[src/rtl/usb_packet_decoder.sv]
// USB protocol-layer packet decoder: PID check, token/data/handshake split, CRC5/CRC16 check, payload forwarding.
// Optional macro USB_PKT_CRC16_CHECK_EN enables the DATA-packet CRC16 check (err_code 3).
module usb_packet_decoder #(
  parameter int MAX_PAYLOAD = 64
) (
  input  logic       clk,
  input  logic       nRST,
  input  logic [7:0] rx_data,
  input  logic       rx_valid,
  input  logic       rx_eop,
  output logic [3:0] pid,
  output logic       token_valid,
  output logic [6:0] addr,
  output logic [3:0] endp,
  output logic       hs_valid,
  output logic [7:0] out_data,
  output logic       out_valid,
  output logic       pkt_done,
  output logic       pkt_err,
  output logic [2:0] err_code
);
  localparam int CW = $clog2(MAX_PAYLOAD + 4);
  localparam logic [CW-1:0] CMAX = '1;
  localparam logic [CW-1:0] OVF  = CW'(MAX_PAYLOAD + 2);

  typedef enum logic [2:0] {S_IDLE, S_TOKEN, S_DATA, S_HS, S_ERR} state_e;

  state_e          st_q, st_d;
  logic [CW-1:0]   cnt_q, cnt_d, cnt_n;
  logic [4:0]      crc5_q, crc5_d;
  logic [7:0]      dly0_q, dly0_d, dly1_q, dly1_d;
  logic [3:0]      pid_q, pid_d;
  logic [6:0]      addr_q, addr_d;
  logic [3:0]      endp_q, endp_d;
  logic [7:0]      od_q, od_d;
  logic [2:0]      err_q, err_d;
  logic            tok_q, tok_d, hs_q, hs_d, ov_q, ov_d, done_q, done_d, perr_q, perr_d;
`ifdef USB_PKT_CRC16_CHECK_EN
  logic [15:0]     crc16_q, crc16_d;

  function automatic logic [15:0] crc16_byte(input logic [15:0] c, input logic [7:0] d);
    logic [15:0] r;
    r = c;
    for (int i = 0; i < 8; i++)
      r = (r[15] ^ d[i]) ? ({r[14:0], 1'b0} ^ 16'h8005) : {r[14:0], 1'b0};
    return r;
  endfunction
`endif

  function automatic logic [4:0] crc5_byte(input logic [4:0] c, input logic [7:0] d);
    logic [4:0] r;
    r = c;
    for (int i = 0; i < 8; i++)
      r = (r[4] ^ d[i]) ? ({r[3:0], 1'b0} ^ 5'b00101) : {r[3:0], 1'b0};
    return r;
  endfunction

  assign cnt_n = (cnt_q == CMAX) ? cnt_q : cnt_q + 1'b1;

  always_comb begin
    st_d = st_q;   cnt_d = cnt_q;   crc5_d = crc5_q;
    dly0_d = dly0_q; dly1_d = dly1_q;
    pid_d = pid_q; addr_d = addr_q; endp_d = endp_q; od_d = od_q; err_d = err_q;
    tok_d = 1'b0; hs_d = 1'b0; ov_d = 1'b0; done_d = 1'b0; perr_d = 1'b0;
`ifdef USB_PKT_CRC16_CHECK_EN
    crc16_d = crc16_q;
`endif
    // Byte stage first, so a same-cycle eop sees the updated state.
    if (rx_valid) begin
      case (st_q)
        S_IDLE: begin
          pid_d  = rx_data[3:0];
          err_d  = 3'd0;
          cnt_d  = '0;
          crc5_d = 5'h1F;
`ifdef USB_PKT_CRC16_CHECK_EN
          crc16_d = 16'hFFFF;
`endif
          if (rx_data[7:4] != ~rx_data[3:0]) begin
            st_d = S_ERR; err_d = 3'd1;
          end else if (rx_data[1:0] == 2'b01 || rx_data[3:0] == 4'b0100) st_d = S_TOKEN;
          else if (rx_data[1:0] == 2'b11) st_d = S_DATA;
          else if (rx_data[1:0] == 2'b10) st_d = S_HS;
          else begin
            st_d = S_ERR; err_d = 3'd6;
          end
        end
        S_TOKEN: begin
          cnt_d  = cnt_n;
          crc5_d = crc5_byte(crc5_q, rx_data);
          if (cnt_q == '0) dly0_d = rx_data;
          if (cnt_q == CW'(1)) dly1_d = rx_data;
        end
        S_HS: cnt_d = cnt_n;
        S_DATA: begin
          cnt_d = cnt_n;
          if (cnt_n > OVF) begin
            st_d = S_ERR; err_d = 3'd5;
          end else begin
`ifdef USB_PKT_CRC16_CHECK_EN
            crc16_d = crc16_byte(crc16_q, rx_data);
`endif
            // Two-byte delay line holds back what may turn out to be the CRC.
            if (cnt_q >= CW'(2)) begin
              ov_d = 1'b1; od_d = dly0_q;
            end
            dly0_d = dly1_q;
            dly1_d = rx_data;
          end
        end
        default: ;
      endcase
    end
    if (rx_eop) begin
      done_d = 1'b1;
      case (st_d)
        S_IDLE: begin perr_d = 1'b1; err_d = 3'd4; end
        S_TOKEN: begin
          if (cnt_d != CW'(2)) begin perr_d = 1'b1; err_d = 3'd4; end
          else if (crc5_d != 5'b01100) begin perr_d = 1'b1; err_d = 3'd2; end
          else begin
            tok_d = 1'b1; addr_d = dly0_d[6:0]; endp_d = {dly1_d[2:0], dly0_d[7]};
          end
        end
        S_HS: begin
          if (cnt_d != '0) begin perr_d = 1'b1; err_d = 3'd4; end
          else hs_d = 1'b1;
        end
        S_DATA: begin
          if (cnt_d < CW'(2)) begin perr_d = 1'b1; err_d = 3'd4; end
`ifdef USB_PKT_CRC16_CHECK_EN
          else if (crc16_d != 16'h800D) begin perr_d = 1'b1; err_d = 3'd3; end
`endif
        end
        default: perr_d = 1'b1;
      endcase
      st_d = S_IDLE;
    end
  end

  always_ff @(posedge clk or negedge nRST) begin
    if (!nRST) begin
      st_q <= S_IDLE; cnt_q <= '0; crc5_q <= 5'h1F; dly0_q <= '0; dly1_q <= '0;
      pid_q <= '0; addr_q <= '0; endp_q <= '0; od_q <= '0; err_q <= '0;
      tok_q <= 1'b0; hs_q <= 1'b0; ov_q <= 1'b0; done_q <= 1'b0; perr_q <= 1'b0;
`ifdef USB_PKT_CRC16_CHECK_EN
      crc16_q <= 16'hFFFF;
`endif
    end else begin
      st_q <= st_d; cnt_q <= cnt_d; crc5_q <= crc5_d; dly0_q <= dly0_d; dly1_q <= dly1_d;
      pid_q <= pid_d; addr_q <= addr_d; endp_q <= endp_d; od_q <= od_d; err_q <= err_d;
      tok_q <= tok_d; hs_q <= hs_d; ov_q <= ov_d; done_q <= done_d; perr_q <= perr_d;
`ifdef USB_PKT_CRC16_CHECK_EN
      crc16_q <= crc16_d;
`endif
    end
  end

  assign pid         = pid_q;
  assign token_valid = tok_q;
  assign addr        = addr_q;
  assign endp        = endp_q;
  assign hs_valid    = hs_q;
  assign out_data    = od_q;
  assign out_valid   = ov_q;
  assign pkt_done    = done_q;
  assign pkt_err     = perr_q;
  assign err_code    = err_q;
endmodule

[config.mk]
export PLATFORM = sky130hd
export DESIGN_NAME = usb_packet_decoder
export DESIGN_NICKNAME = d
export VERILOG_FILES = /design/src/rtl/usb_packet_decoder.sv
export SDC_FILE = /design/constraint.sdc
export NUM_CORES = 1
export LEC_CHECK = 0
export CAP_MARGIN = 20
export CORE_UTILIZATION = 51
export CTS_CLUSTER_DIAMETER = 40
export DETAILED_ROUTE_END_ITERATION = 8
export PLACE_DENSITY = 0.74
export SYNTH_ARGS = -nofsm -noshare
export SYNTH_HDL_FRONTEND = slang
export SYNTH_SLANG_ARGS = --single-unit
[constraint.sdc]
create_clock -name clk -period 2.9 [get_ports clk]
set_input_delay 0.58 -clock clk [delete_from_list [all_inputs] [get_ports clk]]
set_output_delay 0.58 -clock clk [all_outputs]
set_load 0.1 [all_outputs]
; ---- Word-level counts from Yosys, hierarchy flattened
; Cells that the tools add are included.
[classes]
mux = 60
order_cmp = 3
n_reduce_logical = 11
bitwise = 20
n_eq_ne = 17
add_sub_neg = 1
[op_table]
columns = cell, count
row1 = 3-bit two-way mux, 27
row2 = 8-bit two-way mux, 5
row3 = 8-bit case mux with 2 select lines, 2
row4 = 1-bit two-way mux, 17
row5 = 2-bit inverter, 8
row6 = 7-bit two-way mux, 2
row7 = 7-bit case mux with 2 select lines, 1
row8 = 3-bit by 2-bit equality test with 1-bit output (second input constant), 4
row9 = 3-bit case mux with 2 select lines, 2
row10 = 3-bit case mux with 4 select lines, 1
row11 = 4-bit AND reduction, 3
row12 = 5-bit case mux with 2 select lines, 1
row13 = 1-bit bitwise XOR, 8
row14 = 7-bit by 1-bit adder with 7-bit output (second input constant), 1
row15 = 7-bit by 1-bit equality test with 1-bit output (second input constant), 1
row16 = 7-bit equality test (second input constant), 1
row17 = 7-bit by 2-bit greater-or-equal comparator with 1-bit output (second input constant), 1
row18 = 7-bit greater-than comparator (second input constant), 1
row19 = 7-bit logical NOT, 1
row20 = 7-bit by 2-bit < comparator with 1-bit output (second input constant), 1
row21 = 7-bit by 2-bit inequality test with 1-bit output (second input constant), 1
row22 = 7-bit nonzero test, 1
row23 = 3-bit by 1-bit equality test with 1-bit output (second input constant), 2
row24 = 3-bit logical NOT, 2
row25 = 14 further kinds, 18
[totals]
register_bits = 62
input_bits = 12
elab_cells = 128
out_inout_bits = 31

; ---- Longest topological paths before layout
; Gate-level depths: netlist (run 1).
[logic_depth]
depth_word = 23
ltp_mapped = 10
depth_no_buf = 8

; ---- Worst setup path after synthesis (run 1)
; No wires, ideal clock.
[synth_timing]
path_type = register to register
startpoint = reg cnt_q[0]
endpoint = reg od_q[0], in the netlist out_data[0]
setup_slack_ns = 0.141
arrival_ns = 2.633
setup_time_ns = 0.125
n_path_buf = 2
required_time_ns = 2.775
synth_period_minus_slack_ns = 2.759
path_stages_with_launch = 10
path_cell_list = dfrtp_1 -> inv_1 -> ha_1 -> a211o_1 -> a221o_1 -> nor4_4 -> buf_4 -> and3_1 -> buf_4 -> mux2_2
[synth_between]
elab_chain_len = 5
elab_cells_between_ends = 7
cone_classes = add/sub: 1 / order compare: 2 / eq/ne: 1 / mux: 1 / bitwise: 1 / reduce/logical: 1
[synth_rtl]
columns = item, line
row1 = from (decl), 29  ; logic [CW-1:0] cnt_q, cnt_d, cnt_n;
row2 = from (signal assigned), 150  ; st_q <= st_d; cnt_q <= cnt_d; crc5_q <= crc5_d; dly0_q <= dly0_d; dly1_q <= dly1_d;
row3 = 7-bit by 1-bit adder with 7-bit output or 7-bit equality test (tied branches), 58  ; assign cnt_n = (cnt_q == CMAX) ? cnt_q : cnt_q + 1'b1;
row4 = 7-bit two-way mux, 58
row5 = 7-bit greater-than comparator, 97  ; if (cnt_n > OVF) begin
row6 = 1-bit inverter (no source line), n/a
row7 = 4-bit AND reduction (no source line) (*), n/a
row8 = to (signal assigned), 144  ; pid_q <= '0; addr_q <= '0; endp_q <= '0; od_q <= '0; err_q <= '0;
row9 = to (signal assigned), 151  ; pid_q <= pid_d; addr_q <= addr_d; endp_q <= endp_d; od_q <= od_d; err_q <= err_d;
row10 = to (decl), 35  ; logic [7:0] od_q, od_d;
; Every way passes the cells marked *; elsewhere a longest branch is shown, timed or not.
; A chain may end at the register's enable or synchronous reset.

; ---- Worst setup path in the final report (run 1)
[layout_timing]
startpoint = in rx_data[0]
endpoint = reg addr_q[6], in the netlist addr[6]
[layout_between]
elab_chain_len = 15
elab_cells_between_ends = 34
cone_classes = eq/ne: 7 / mux: 16 / bitwise: 9 / reduce/logical: 2
[layout_rtl]
columns = item, line
row1 = from (decl), 8  ; input logic [7:0] rx_data,
row2 = 1-bit bitwise XOR, 54  ; r = (r[4] ^ d[i]) ? ({r[3:0], 1'b0} ^ 5'b00101) : {r[3:0], 1'b0};
row3 = 3-bit two-way mux (2 in a row), 54
row4 = 2-bit inverter (no source line), n/a
row5 = 3-bit two-way mux, 54
row6 = 1-bit bitwise XOR, 54
row7 = 3-bit two-way mux (2 in a row), 54
row8 = 2-bit inverter (no source line), n/a
row9 = 3-bit two-way mux, 54
row10 = 5-bit case mux with 2 select lines, 70  ; case (st_q)
row11 = 5-bit two-way mux, 69  ; if (rx_valid) begin
row12 = 5-bit by 4-bit inequality test with 1-bit output, 120  ; else if (crc5_d != 5'b01100) begin perr_d = 1'b1; err_d = 3'd2; end
row13 = 1-bit inverter (no source line), n/a
row14 = 4-bit AND reduction (no source line) (*), n/a
row15 = to (signal assigned), 144
row16 = to (signal assigned), 151
row17 = to (decl), 33  ; logic [6:0] addr_q, addr_d;
; Marks and branches as above.

==> summary.md, run 1 <==
| Metric | Value |
|---|---|
| I/O pin total | `43` |
| Commonest non-fill, non-tap cell in the layout | `buf_4` |
| GP Congestion | `around 0.87` |
| N_diodes | `0` |
| Global-route wire length before repair | `around 14 mm` |
| Worst clock skew | `slightly below 0.01 ns` |
| RSZ-0062 raised after global routing | `no` |
| Reg2Reg Capture Point | `addr[6]` |
| Row count | `30` |
| Drt via density | `approximately 5.6` |
| Fillers | `between 400 and 500` |
| Slew margin rel. | `between 60 and 70%` |
| Post-CTS Setup Repair Bufs | `0` |
| Routed WL per cell | `approximately 17 µm` |
| Hold WS | `0.173 ns` |
| Register area | `between 0.0015 and 0.002 mm²` |
| Critical Path Start Type | `primary input` |
| Run status | `completed` |
| Setup violations, final | `0` |
| Synthesized area | `~0.0036 mm²` |
| Post-route ant nets | `0` |
| Area grow syn2layout | `28.7%` |
| Final core occ | `67.8%` |
| Chip width | `approximately 86 µm` |
| Peak VDD IR | `0.000473 V` |
| Drt first pass iters | `4` |
| Most frequent cells in the layout | `86 x buf_4, 56 x dfrtp_1, 33 x nand2_1` |
| Reg2reg setup slack | `0.13 ns` |
| Antenna violations before repair | `0` |
| TritonCTS buffer count | `9` |
| Final Hold Vio Count | `0` |
| Syn Inst Count | `~300` |
| Starting Density | `a little over half` |
| Leak Pwr | `roughly 2.3 nW` |
| Global route overflow | `0` |
| Detailed placer's ending HPWL | `6.25 mm` |
| Final Power | `between 0.002 and 0.0025 W` |
| Drt drc | `0` |
| Die height | `~86 µm` |
| RR Startpoint | `cnt_q[3]` |
| Core area | `~0.0068 mm²` |
| Setup_tns | `0 ns` |
| Syn Nets | `between 300 and 400` |
| Layout cells sized above 1 | `a little under half` |
| #FFs+latches synth | `62` |
| Period minus WS final | `about 2.8 ns` |
| Tcrit/Tclk final | `between 90 and 100%` |
| Root Buffer Master | `clkbuf_8` |
| Register area share after synthesis | `about 44%` |
| Final WL | `~8.6 mm` |
| Primary FF master, synth | `dfrtp_1` |
| Die ar. | `around 0.0074 mm²` |
| TritonCTS clock tree | `done` |
| Async SR Flop Fraction | `100%` |
| CP Capture Type | `flop` |
| Area of the multi-input gates | `approximately 0.0018 mm²` |
| Clock net sink count | `slightly above 60` |
| Total number of vias | `2784` |
| Input/output buffers | `42` |
| Syn. warnings | `0` |
| Initial drt markers | `about 240` |
| Worst reg2reg path depth | `8` |
| MaxCap Viol Count | `0` |
| Syn_area_per_cell | `11.7 µm²` |
| Final max-slew violation count | `0` |
| Share of the synthesized area in the top cell type | `roughly 40%` |
| Area contributors post-synth | `dfrtp_1 40%, mux2_2 4.1%, mux2_4 3.8%` |
| Required @ worst endpoint | `between 3 and 4 ns` |
| Nets@finish | `roughly 400` |
| GRT Overall Usage | `25.3%` |
| WS Path Type | `primary input to flop` |
| HP Class | `primary input to async pin` |
| Largest net degree at the start of global routing | `26` |
| CTS H-tree lvls | `3` |
| CTS clk-pin slew, worst paths | `0.08 ns` |
| Yosys cell types | `73` |
| Pwr dens | `about 530 mW/mm²` |
| EDFF count, synth | `0` |
| Peak fanout along the critical path | `12` |
| Later-pin clock latency in the skew report | `0.35 ns` |
| Vias in the first global route | `2749` |
| Fmax | `between 300 and 400 MHz` |
| Worst-Margin Slew | `~0.48 ns` |
| Bufs on Longest Clock Path | `2` |
| Crit path arrival time | `3.03 ns` |
| Synth area leader | `dfrtp_1` |
## worst max-delay path by stage
stage / cells after the start / end / from
finish: 9 / addr[6] / rx_data[0]
global route: 9 / addr[6] / cnt_q[0]
CTS: 9 / addr[6] / rx_data[1]
detailed placement: 9 / endp[3] / rx_data[1]
global placement: 9 / addr[6] / rx_data[3]
floorplan: 9 / out_data[0] / cnt_q[0]
## Yosys cell counts, drive strengths merged, types with 3 or more instances
| master | n |
|---|---|
| o31a | 3 |
| xnor2 | 12 |
| or3 | 4 |
| o211a | 3 |
| xor2 | 3 |
| inv | 8 |
| nor4 | 4 |
| dfrtp | 57 |
| nor2 | 19 |
| nand3 | 9 |
| and3 | 4 |
| nand2 | 34 |
| mux2 | 22 |
| dfstp | 5 |
| o22ai | 3 |
| clkbuf | 5 |
| a21oi | 9 |
| nor3 | 11 |
| ha | 4 |
| buf | 14 |
| xnor3 | 3 |
| a22o | 16 |
| a31oi | 6 |
| o21ai | 7 |
## power breakdown
group          switching (W)  internal [W]
Combinational       0.000295      0.000176
Clock               0.000392      0.000584
Sequential         0.0000443      0.000931
Total               0.000732       0.00169
## worst max-delay path, cell delays in order
cell	delay (ns)
clkdlybuf4s50_1	0.53
xnor2_1	0.32
nor4_4	0.11
and3_1	0.21
a311oi_4	0.35
nand4b_4	0.16
nor3_4	0.25
buf_12	0.18
mux2_2	0.33
## logic make-up (layout without fill, tap and decap cells)
family / after synthesis / count (layout) / share of synthesized area [%]
adders and majority gates: 4 / 4 / 1.40
xor gates and xnor gates: 19 / 19 / 6.64
AOI/OAI and AO/OA: 68 / 68 / 17.0
muxes: 22 / 22 / 7.87
and+or+nand+nor: 103 / 103 / 17.4
buffers and inverters: 27 / 123 / 6.12
DFF: 62 / 62 / 43.5
## what timing repair did
item / CTS / global route
hold buffers: 0 / 0
endpoints found under the setup margin: 6 / 23
resized for setup: 2 / 12
pin swaps: 1 / 5
## metal layers
layer / routed length [µm] / vias up / global-route usage (%) / share of wire (%)
met5: 0 / - / 0 / 0
met4: 149 / 0 / 9.70 / 1.7
met3: 366 / 17 / 4.72 / 4.3
met2: 4120 / 81 / 40.7 / 48
met1: 3960 / 1382 / 34.3 / 46
li1: - / 1304 / - / -
## flip-flops by register name, indices dropped and copies added, names as in the netlist, 4 cells and up
signal and cells:
endp 4, dly1_q 8, out_data 8, dly0_q 8, pid 4, cnt_q 7, crc5_q 5, addr 7
## cell type report
| type | instances | area share, % |
|---|---|---|
| Tap cell | 96 | 2.61 |
| Timing Repair Buffer | 99 | 17.4 |
| Multi-Input combinational cell | 216 | 40.0 |
| Clock inverter | 7 | 2.77 |
| Sequential cell | 62 | 33.8 |
| Inverter | 8 | 0.652 |
| Clock buffer | 9 | 2.69 |
## per-stage QoR
stage / std cells / cell area [µm²] / setup slack (ns)
finish: 497 / 4610 / 0.104
global route: 497 / 4610 / 0.0123
CTS: 497 / 4570 / 0.00897
detailed placement: 481 / 4300 / -0.385
global placement: 481 / 4300 / -0.298
floorplan: 305 / 3580 / 0.141
No activity file was read; power rests on OpenSTA's default activity.
==> run 2: changes to the inputs <==
--- a/config.mk
+++ b/config.mk
@@ -5,9 +5,11 @@
 export SDC_FILE = /design/constraint.sdc
 export NUM_CORES = 1
 export LEC_CHECK = 0
+export ABC_AREA = 0
 export CAP_MARGIN = 20
 export CORE_UTILIZATION = 51
 export CTS_CLUSTER_DIAMETER = 40
+export CTS_CLUSTER_SIZE = 10
 export DETAILED_ROUTE_END_ITERATION = 8
 export PLACE_DENSITY = 0.74
 export SYNTH_ARGS = -nofsm -noshare
==> results of run 2 <==
Same layout as run 1: the final DEF is identical, and so are final timing and power.
==> run 3: changes to the inputs <==
--- a/config.mk
+++ b/config.mk
@@ -7,11 +7,11 @@
 export LEC_CHECK = 0
 export ABC_AREA = 0
 export CAP_MARGIN = 20
-export CORE_UTILIZATION = 51
-export CTS_CLUSTER_DIAMETER = 40
+export CORE_UTILIZATION = 56
+export CTS_CLUSTER_DIAMETER = 200
 export CTS_CLUSTER_SIZE = 10
 export DETAILED_ROUTE_END_ITERATION = 8
-export PLACE_DENSITY = 0.74
+export PLACE_DENSITY = 0.77
 export SYNTH_ARGS = -nofsm -noshare
 export SYNTH_HDL_FRONTEND = slang
 export SYNTH_SLANG_ARGS = --single-unit
==> constraint.sdc (replaced) <==
create_clock -name clk -period 2.6 [get_ports clk]
set_input_delay 0.52 -clock clk [delete_from_list [all_inputs] [get_ports clk]]
set_output_delay 0.52 -clock clk [all_outputs]
set_load 0.1 [all_outputs]
==> run 3 against run 2 <==
Effect of this change:
- the flow now finishes with violations (setup timing)
- wire length increased by 21%
- register-to-register slack got worse by 0.26 ns
- combinational power increased by 24%
- power increased by 14%
==> summary.md, run 3 (synthesized netlist as in run 1, its figures left out) <==
| Metric | Value |
|---|---|
| Run status | `complete, but fails checks (was completed)` |
| Failing checks | `setup timing` |
| Global-route wire length before repair | `15.1 mm (was 14.1 mm)` |
| Initial drt markers | `278 (was 238)` |
| Root Buffer Master | `clkbuf_8 (unchanged)` |
| Most frequent cells in the layout | `109 x buf_4, 54 x dfrtp_1, 33 x nand2_1 (was 86 x buf_4, 56 x dfrtp_1, 33 x nand2_1)` |
| Final core occ | `84.3% (was 67.8%)` |
| Leak Pwr | `2.50 nW (was 2.30 nW)` |
| Post-route setup slack | `-0.134 ns (was 0.104 ns)` |
| Required @ worst endpoint | `2.84 ns (was 3.14 ns)` |
| Largest net degree at the start of global routing | `43 (was 26)` |
| GP Congestion | `0.883 (was 0.870)` |
| MaxCap Viol Count | `0 (unchanged)` |
| Drt via density | `6.10 (was 5.60)` |
| Final Hold Vio Count | `0 (unchanged)` |
| P_int | `0.00192 W (was 0.00169 W)` |
| WS Path Type | `flop to flop (was primary input to flop)` |
| CTS clk-pin slew, worst paths | `0.08 ns (about the same)` |
| Setup violations, final | `23 (was 0)` |
| Critical Path Start Type | `flop (was primary input)` |
| Detailed placer's ending HPWL | `6.50 mm (was 6.25 mm)` |
| Final WL | `10.4 mm (was 8.59 mm)` |
| Later-pin clock latency in the skew report | `0.36 ns (was 0.35 ns)` |
| Total number of vias | `3081 (was 2784)` |
| TritonCTS clock tree | `done (unchanged)` |
| Chip width | `81.9 µm (was 85.8 µm)` |
| Drt drc | `0 (unchanged)` |
| Drt first pass iters | `5 (was 4)` |
| GRT Overall Usage | `31.6% (was 25.3%)` |
| Bufs on Longest Clock Path | `2 (unchanged)` |
| CTS H-tree lvls | `3 (unchanged)` |
| Core area | `0.00603 mm² (was 0.00679 mm²)` |
| Period minus WS final | `2.73 ns` |
| Switching Fraction | `30.8% (was 30.2%)` |
| Row count | `28 (was 30)` |
| Commonest non-fill, non-tap cell in the layout | `buf_4 (unchanged)` |
| Fmax | `between 300 and 400 MHz` |
| HP Class | `primary input to async pin (unchanged)` |
| Layout cells sized above 1 | `56.3% (was 45.4%)` |
| Global route overflow | `0 (unchanged)` |
| CP Capture Type | `flop (unchanged)` |
| Worst clock skew | `0.00688 ns (was 0.00966 ns)` |
| Final max-slew violation count | `0 (unchanged)` |
| Post-route ant nets | `0 (unchanged)` |
| Area grow syn2layout | `42.0% (was 28.7%)` |
| Input/output buffers | `42 (unchanged)` |
| NetSw | `0.000851 W (was 0.000732 W)` |
| Clock net sink count | `62 (unchanged)` |
| Peak fanout along the critical path | `7 (was 12)` |
| Antenna violations before repair | `0 (unchanged)` |
| Crit path arrival time | `2.97 ns (was 3.03 ns)` |
| RSZ-0062 raised after global routing | `yes (was no)` |
| Peak VDD IR | `0.000772 V (was 0.000473 V)` |
| Sequential share of power | `39.4% (was 40.2%)` |
| Pwr dens | `545 mW/mm² (was 526 mW/mm²)` |
| Logic pwr share | `21.2% (was 19.4%)` |
| Hold buffers post-CTS | `0 (unchanged)` |
| Slew margin rel. | `64.2% (was 68.0%)` |
| Worst-Margin Slew | `0.537 ns (was 0.476 ns)` |
| Fillers | `309 (was 486)` |
| Die ar. | `0.00671 mm² (was 0.00736 mm²)` |
| Worst reg2reg path depth | `9 (was 8)` |
| Final Power | `0.00277 W (was 0.00242 W)` |
| Tcrit/Tclk final | `105%` |
| Routed WL per cell | `20.5 µm (was 17.3 µm)` |
| Die height | `81.9 µm (was 85.8 µm)` |
| Clk pwr share | `39.5% (was 40.3%)` |
| N_diodes | `0 (unchanged)` |
| Vias in the first global route | `2946 (was 2749)` |
| TritonCTS buffer count | `9 (unchanged)` |
| Nets@finish | `441 (was 412)` |
| Starting Density | `59.4% (was 52.7%)` |
| I/O pin total | `43 (unchanged)` |
==> run 3: cell types whose count changed in the layout (fill, tap and decap cells not counted), moves of 4 or more <==
| cell | before | now |
|---|---|---|
| buf_4 | 86 | 109 |
| buf_6 | 0 | 4 |
| clkdlybuf4s50_1 | 5 | 1 |
| dlygate4sd2_1 | 0 | 5 |
| mux2_2 | 13 | 5 |
| mux2_4 | 9 | 17 |
| xnor2_1 | 8 | 3 |
==> run 3: final cells by class <==
type,count,area (µm²),share of cell area [%]
clock buffers,9,124,2.44
clock inverters,7,128,2.51
inverters,8,30.0,0.591
multi-input cells,217,2110,41.4
flip-flops and latches,62,1560,30.7
well taps,75,93.8,1.85
repair buffers,127,1040,20.4
==> run 3: critical path, cell delays in order (launching register included) <==
cell      delay [ns]
dfrtp_1         0.46
or2_2           0.36
nor2_2          0.36
nor3_2          0.17
nor3_4          0.29
nand4b_4        0.18
nor3_4          0.20
buf_6           0.15
buf_12          0.13
mux2_4          0.30
==> run 3: metrics by stage <==
stage	setup TNS (ns)	setup slack [ns]	cell area [µm²]	instances	hold slack, ns
after floorplan	-0.174	-0.0218	3640	305	0.224
after global placement	-7.86	-0.533	4430	474	0.450
after detailed placement	-9.70	-0.630	4430	474	0.463
after CTS	-1.16	-0.111	4930	499	0.157
after global routing	-3.23	-0.202	5080	505	0.185
final	-1.72	-0.134	5080	505	0.143
==> run 3: repair_timing <==
action	CTS	global route
setup buffers	7	6
setup endpoints to repair	23	28
resized for setup	41	21
gates cloned	2	0
pin swaps	24	8
==> run 3: worst paths after layout <==
| path | start | to | slack (ns) |
|---|---|---|---|
| max | st_q[1] | addr[0] | -0.13 |
| min | nRST | pid[1] | 0.14 |
| max reg2reg | st_q[1] | addr[0] | -0.13 |
| min reg2reg | dly1_q[6] | dly1_q[6] | 0.48 |
| max in group asynchronous | nRST | crc5_q[2] | 1.80 |
| min in group clk | dly1_q[6] | dly1_q[6] | 0.48 |
==> run 3: power groups by stage <==
stage	registers (W)	clock network [W]	logic, W
final	0.00109	0.00109	0.000586
after detailed placement	0.00110	0	0.000533
after CTS	0.00109	0.00109	0.000560
after global placement	0.00110	0	0.000521
after global routing	0.00110	0.00114	0.000619
after floorplan	0.00122	0	0.000222
==> run 3: routing by layer <==
metal	routed length (µm)	up-vias	global-route usage, %
met3	642	36	7.33
met4	299	0	15.1
met2	4950	163	48.8
li1	-	1369	-
met5	0	-	0
met1	4480	1513	41.7
==> RTL edit 1 (config.mk and constraints of run 1) <==
Add a define of `USB_PKT_CRC16_CHECK_EN`.
--- a/src/rtl/usb_packet_decoder.sv
+++ b/src/rtl/usb_packet_decoder.sv
@@ -1,5 +1,7 @@
 // USB protocol-layer packet decoder: PID check, token/data/handshake split, CRC5/CRC16 check, payload forwarding.
 // Optional macro USB_PKT_CRC16_CHECK_EN enables the DATA-packet CRC16 check (err_code 3).
+`define USB_PKT_CRC16_CHECK_EN
+
 module usb_packet_decoder #(
   parameter int MAX_PAYLOAD = 64
 ) (
Behaviour: not the same (a bounded check fails within 4 cycles, from zero or initial values and one cycle with nRST low).
==> RTL edit 1 against run 1 <==
  * The run now ends with design-rule violations, negative setup slack left
  * Total power increased by 24%
  * Area after synthesis increased by 32%
  * Via count increased by 68%
  * Worst setup slack got worse by 0.18 ns
  * Design area increased by 48%
  * Wire length increased by 81%
  * Final cell count increased by 54%
  * Die area increased by 31%
  * Sequential cell count increased by 16
  * Largest cell class unchanged
==> RTL edit 1: results (changes against run 1) <==
finish:
  n_fill_cell: 601  # +24%
  fin_nets: 669  # +62%
  largest_reg_flops: 16
  drive_gt1_frac: 0.462  # +0.00814
outcome:
  violations: "design-rule violations, negative setup slack"
  status: "finished with violations"
detailed_routing:
  drt_wl_total_um: 15500  # +81%
  drt_iter0_markers: 461  # +94%
  vias: 4675  # +68%
  drcViolationCount: 3  # +3
  first_pass_iters: 9  # +5
global_routing:
  grt_usage: 0.311  # +0.0581
  gr-usage-met1: 0.425  # +0.0818
  use_met3: 0.0537  # +0.00653
  met2_usage: 0.495  # +0.0886
  grt_max_degree: 50  # +92%
  grt_pass1_vias: 4476  # +63%
  grt_pass1_wl_um: 23000  # +63%
critical_path:
  critPathTopFamily: "compound AO/OA/AOI/OAI gates"
  r2r_cells: 9  # +1
  reg2reg_to: "err_code[2]$_DFF_PN0_"
  cp_max_fo: 3  # -9
  slowest_stage: "dfstp_2"
  r2r_start: "crc5_q[0]$_DFF_PN1_"
  arrival_ns: 3.21  # +0.18 ns
  slowest_delay_ns: 0.57  # +0.04 ns
placement:
  globalplace.congestion: 0.997  # +15%
  hpwl_um: 10700  # +71%
  placed_cell_area_mm2: 0.00605  # +41%
  dp_slack_ns: -0.531  # -0.146 ns
power_and_ir_drop:
  max-vdd-ir-drop_mv: 0.279  # -41%
  power.leakage_nw: 3.25  # +41%
yosys:
  yosysSeqAreaShare: 0.420  # -0.0153
  synth-async-reset-ratio: 1.00  # unchanged
  synthTopCellsByCount: "74 x nand2_1, 57 x dfrtp_1, 35 x nor2_1"
  ys_top_cells_by_area: "dfrtp_1 30%, dfstp_2 12%, nand2_1 5.9%"
  synthDistinctLibCells: 77  # +5.5%
  synth.net_count: 495  # +54%
cts:
  clk_pin_slew_ns: 0.09
  htree_levels: 3  # unchanged
sta:
  setup_viol: 8  # +8
  maxSlewHeadroom: 0.562  # -0.118
  fin_ws_ns: -0.0741  # -0.178 ns
  finClkSkew_ns: 0.0123  # +0.00263 ns
-- RTL edit 1: cell count changes after synthesis, moves of 6 or more --
cell             run 1  this run
nand2_1             34        74
o21ai_0              5        29
nor2_1              18        35
dfstp_2              5        21
a22o_2              13         0
a22oi_1              0        11
xnor2_1             10        21
inv_1                8        16
clkbuf_1             1         8
nor4_1               2         9
nand3_1              8        14
nor3_1               8        14
xor2_1               3         9
-- RTL edit 1: logic make-up (layout without fill, tap and decap cells) --
logic type,Yosys count,after routing,share of synthesized area
AO/OA/AOI/OAI,118,118,0.185
XOR/XNOR,41,41,0.107
adder cells (fa/ha/maj),4,4,0.0106
buffers and inverters,39,218,0.0388
flip-flops,78,78,0.420
multiplexers,22,22,0.0587
AND/OR/NAND/NOR,177,177,0.180
-- RTL edit 1: area by class of cell --
cell class,instances,area (µm²),area share
clock inverter,5,41.3,0.00606
sequential,78,1990,0.292
multi-input combinational,362,2930,0.431
timing repair buffer,185,1500,0.220
inverter,17,63.8,0.00937
tap,108,135,0.0198
clock buffer,11,151,0.0222
-- RTL edit 1: routing by layer --
| layer | part of all wire | up-vias |
|---|---|---|
| li1 | - | 2094 |
| met1 | 0.41 | 2252 |
| met2 | 0.47 | 269 |
| met3 | 0.084 | 60 |
| met4 | 0.035 | 0 |
| met5 | 0 | - |
-- RTL edit 1: how the worst max path moves through the flow --
stage	startpoint	endpoint	slack, ns
after floorplan	rx_valid	addr[0]$_DFFE_PN0P_	0.04
after global placement	rx_data[1]	addr[6]$_DFFE_PN0P_	-0.48
after detailed placement	rx_data[1]	addr[1]$_DFFE_PN0P_	-0.53
after CTS	cnt_q[0]$_DFF_PN0_	pkt_err$_DFF_PN0_	-0.05
after global routing	cnt_q[0]$_DFF_PN0_	err_code[2]$_DFF_PN0_	-0.11
final	crc5_q[0]$_DFF_PN1_	err_code[2]$_DFF_PN0_	-0.07
-- RTL edit 1: timing repair --
item / in CTS / in global routing
pin swaps: 11 / 27
cloned: 0 / 1
buffers inserted: 6 / 11
endpoints found under the setup margin: 15 / 19
hold buffers: 0 / 0
resized for setup: 37 / 61
-- RTL edit 1: stage by stage --
step	cells	setup TNS (ns)	hold slack (ns)
after CTS	755	-0.0482	0.272
final	766	-0.202	0.244
after global placement	733	-7.13	0.461
after floorplan	479	0	0.284
after global routing	766	-0.860	0.285
after detailed placement	733	-7.98	0.467
-- RTL edit 1: power breakdown --
| part | total (mW) | switching [mW] | internal (mW) |
|---|---|---|---|
| sequential | 1.30 | 0.102 | 1.20 |
| clock | 0.820 | 0.453 | 0.368 |
| combinational | 0.881 | 0.500 | 0.381 |
| total | 3.00 | 1.05 | 1.95 |
==> RTL edit 2 (flow settings as in run 1) <==
Made on the original files. Re-encode `state_e` (5 states) as one-hot, 5 bits wide.
--- a/src/rtl/usb_packet_decoder.sv
+++ b/src/rtl/usb_packet_decoder.sv
@@ -23,7 +23,7 @@
   localparam logic [CW-1:0] CMAX = '1;
   localparam logic [CW-1:0] OVF  = CW'(MAX_PAYLOAD + 2);
 
-  typedef enum logic [2:0] {S_IDLE, S_TOKEN, S_DATA, S_HS, S_ERR} state_e;
+  typedef enum logic [4:0] {S_IDLE = 5'b00001, S_TOKEN = 5'b00010, S_DATA = 5'b00100, S_HS = 5'b01000, S_ERR = 5'b10000} state_e;
 
   state_e          st_q, st_d;
   logic [CW-1:0]   cnt_q, cnt_d, cnt_n;
Check against the original RTL: same outputs for any inputs over 4 cycles, from zero or initial values and one cycle with nRST low; so few cycles prove little.
==> RTL edit 2 against run 1 <==
  * Register-to-register slack got worse by 0.08 ns
  * Sequential cell count increased by 2
  * Worst hold slack improved by 0.071 ns
  * Worst setup slack got worse by 0.056 ns
  * First-iteration DRC count increased by 29%
  * Sequential share of layout area decreased by 1.5 points
  * Area after synthesis increased by 2.3%
  * Total power increased by 24%
  * Wire length increased by 14%
  * Combinational power increased by 89%
  * Design area increased by 8.5%
  * Largest power group is now registers
==> RTL edit 2: results (changes against run 1) <==
cts:
  ctsResizeCount: 19  # +17
  post-cts-setup-buffer-count: 4  # +4
  htree_levels: 3  # unchanged
global_routing:
  grt_pass1_wl_um: 15100  # +7.1%
  met2_usage: 0.415  # +0.00832
  gr-usage-met1: 0.371  # +0.0275
  grt_max_degree: 37  # +42%
  grt_usage: 0.267  # +0.0136
  grt_pass1_vias: 3006  # +9.3%
sta:
  whs_ns: 0.244  # +0.0705 ns
  finClkSkew_ns: 0.0153  # +0.00561 ns
  fin_crit_ns: 2.85  # +0.0557 ns
  worst_pin_slew_ns: 0.660  # +0.184 ns
yosys:
  synth_compound_area_frac: 0.169  # -0.00116
  avgSynthCellArea_um2: 10.1  # -14%
  synthDistinctLibCells: 78  # +6.8%
  yosysSeqAreaShare: 0.439  # +0.00404
  synth.net_count: 378  # +18%
  yosys_warnings: 0  # unchanged
  yosys.area_share.xor_xnor: 0.0567  # -0.00972
  ys_top_cells_by_area: "dfrtp_1 40%, nand2_1 5.5%, dfstp_2 4.3%"
  synthMuxAreaShare: 0.0557  # -0.0230
  synthTopCellsByCount: "58 x dfrtp_1, 54 x nand2_1, 17 x nand3_1"
  yosys.area_share.adder: 0.0137  # -0.000320
finish:
  n_fill_cell: 475  # -2.3%
  fin_nets: 494  # +20%
  drive_gt1_frac: 0.408  # -0.0460
critical_path:
  r2r_cells: 10  # +2
  cp_max_fo: 5  # -7
  arrival_ns: 3.09  # +0.06 ns
  slowest_delay_ns: 0.43  # -0.10 ns
  rrSetupSlack_ns: 0.05  # -0.08 ns
  slowest_stage: "dfrtp_2"
  startpoint: "cnt_q[0]$_DFF_PN0_"
placement:
  placed_cell_area_mm2: 0.00451  # +5.0%
  dp_slack_ns: -0.496  # -0.111 ns
  globalplace.congestion: 0.910  # +4.6%
  place_inst: 549  # +14%
detailed_routing:
  drt_iter0_markers: 306  # +29%
  first_pass_iters: 5  # +1
  wl_met1_um: 4400  # +11%
  wl_per_cell_um: 16.9  # -2.4%
  met3_length_um: 466  # +27%
  routed_via_density: 5.62  # +0.30%
  dr_wl_met2_um: 4710  # +14%
  vias: 3253  # +17%
power_and_ir_drop:
  power.leakage_nw: 2.50  # +8.8%
  max-vdd-ir-drop_mv: 0.408  # -14%
outcome:
  status: "finished, final reports clean"
==> RTL edit 2: cell types whose count changed after synthesis, sizes merged, moves of 6 or more <==
cell / change
a222oi: +6
a22o: -13
nand2: +20
nand3: +10
and2: +7
o21ai: +18
mux2: -9
==> RTL edit 2: cell type report <==
| cell class | instances | area (µm²) | share of cell area |
|---|---|---|---|
| clock buffers | 9 | 124 | 0.0248 |
| flip-flops and latches | 64 | 1610 | 0.323 |
| clock inverters | 7 | 125 | 0.0250 |
| well taps | 96 | 120 | 0.0240 |
| multi-input cells | 265 | 1970 | 0.394 |
| inverters | 14 | 52.6 | 0.0105 |
| repair buffers | 124 | 995 | 0.199 |
==> RTL edit 2: kinds of logic after synthesis <==
logic type,Yosys count
adders and majority gates,4
and+or+nand+nor,143
DFF,64
buffers and inverters,33
AOI/OAI and AO/OA,84
xor gates and xnor gates,19
muxes,15
==> RTL edit 2: power breakdown <==
group,total [mW],switching (mW),internal [mW]
registers,1.14,0.111,1.03
clock network,0.977,0.396,0.581
logic,0.890,0.571,0.319
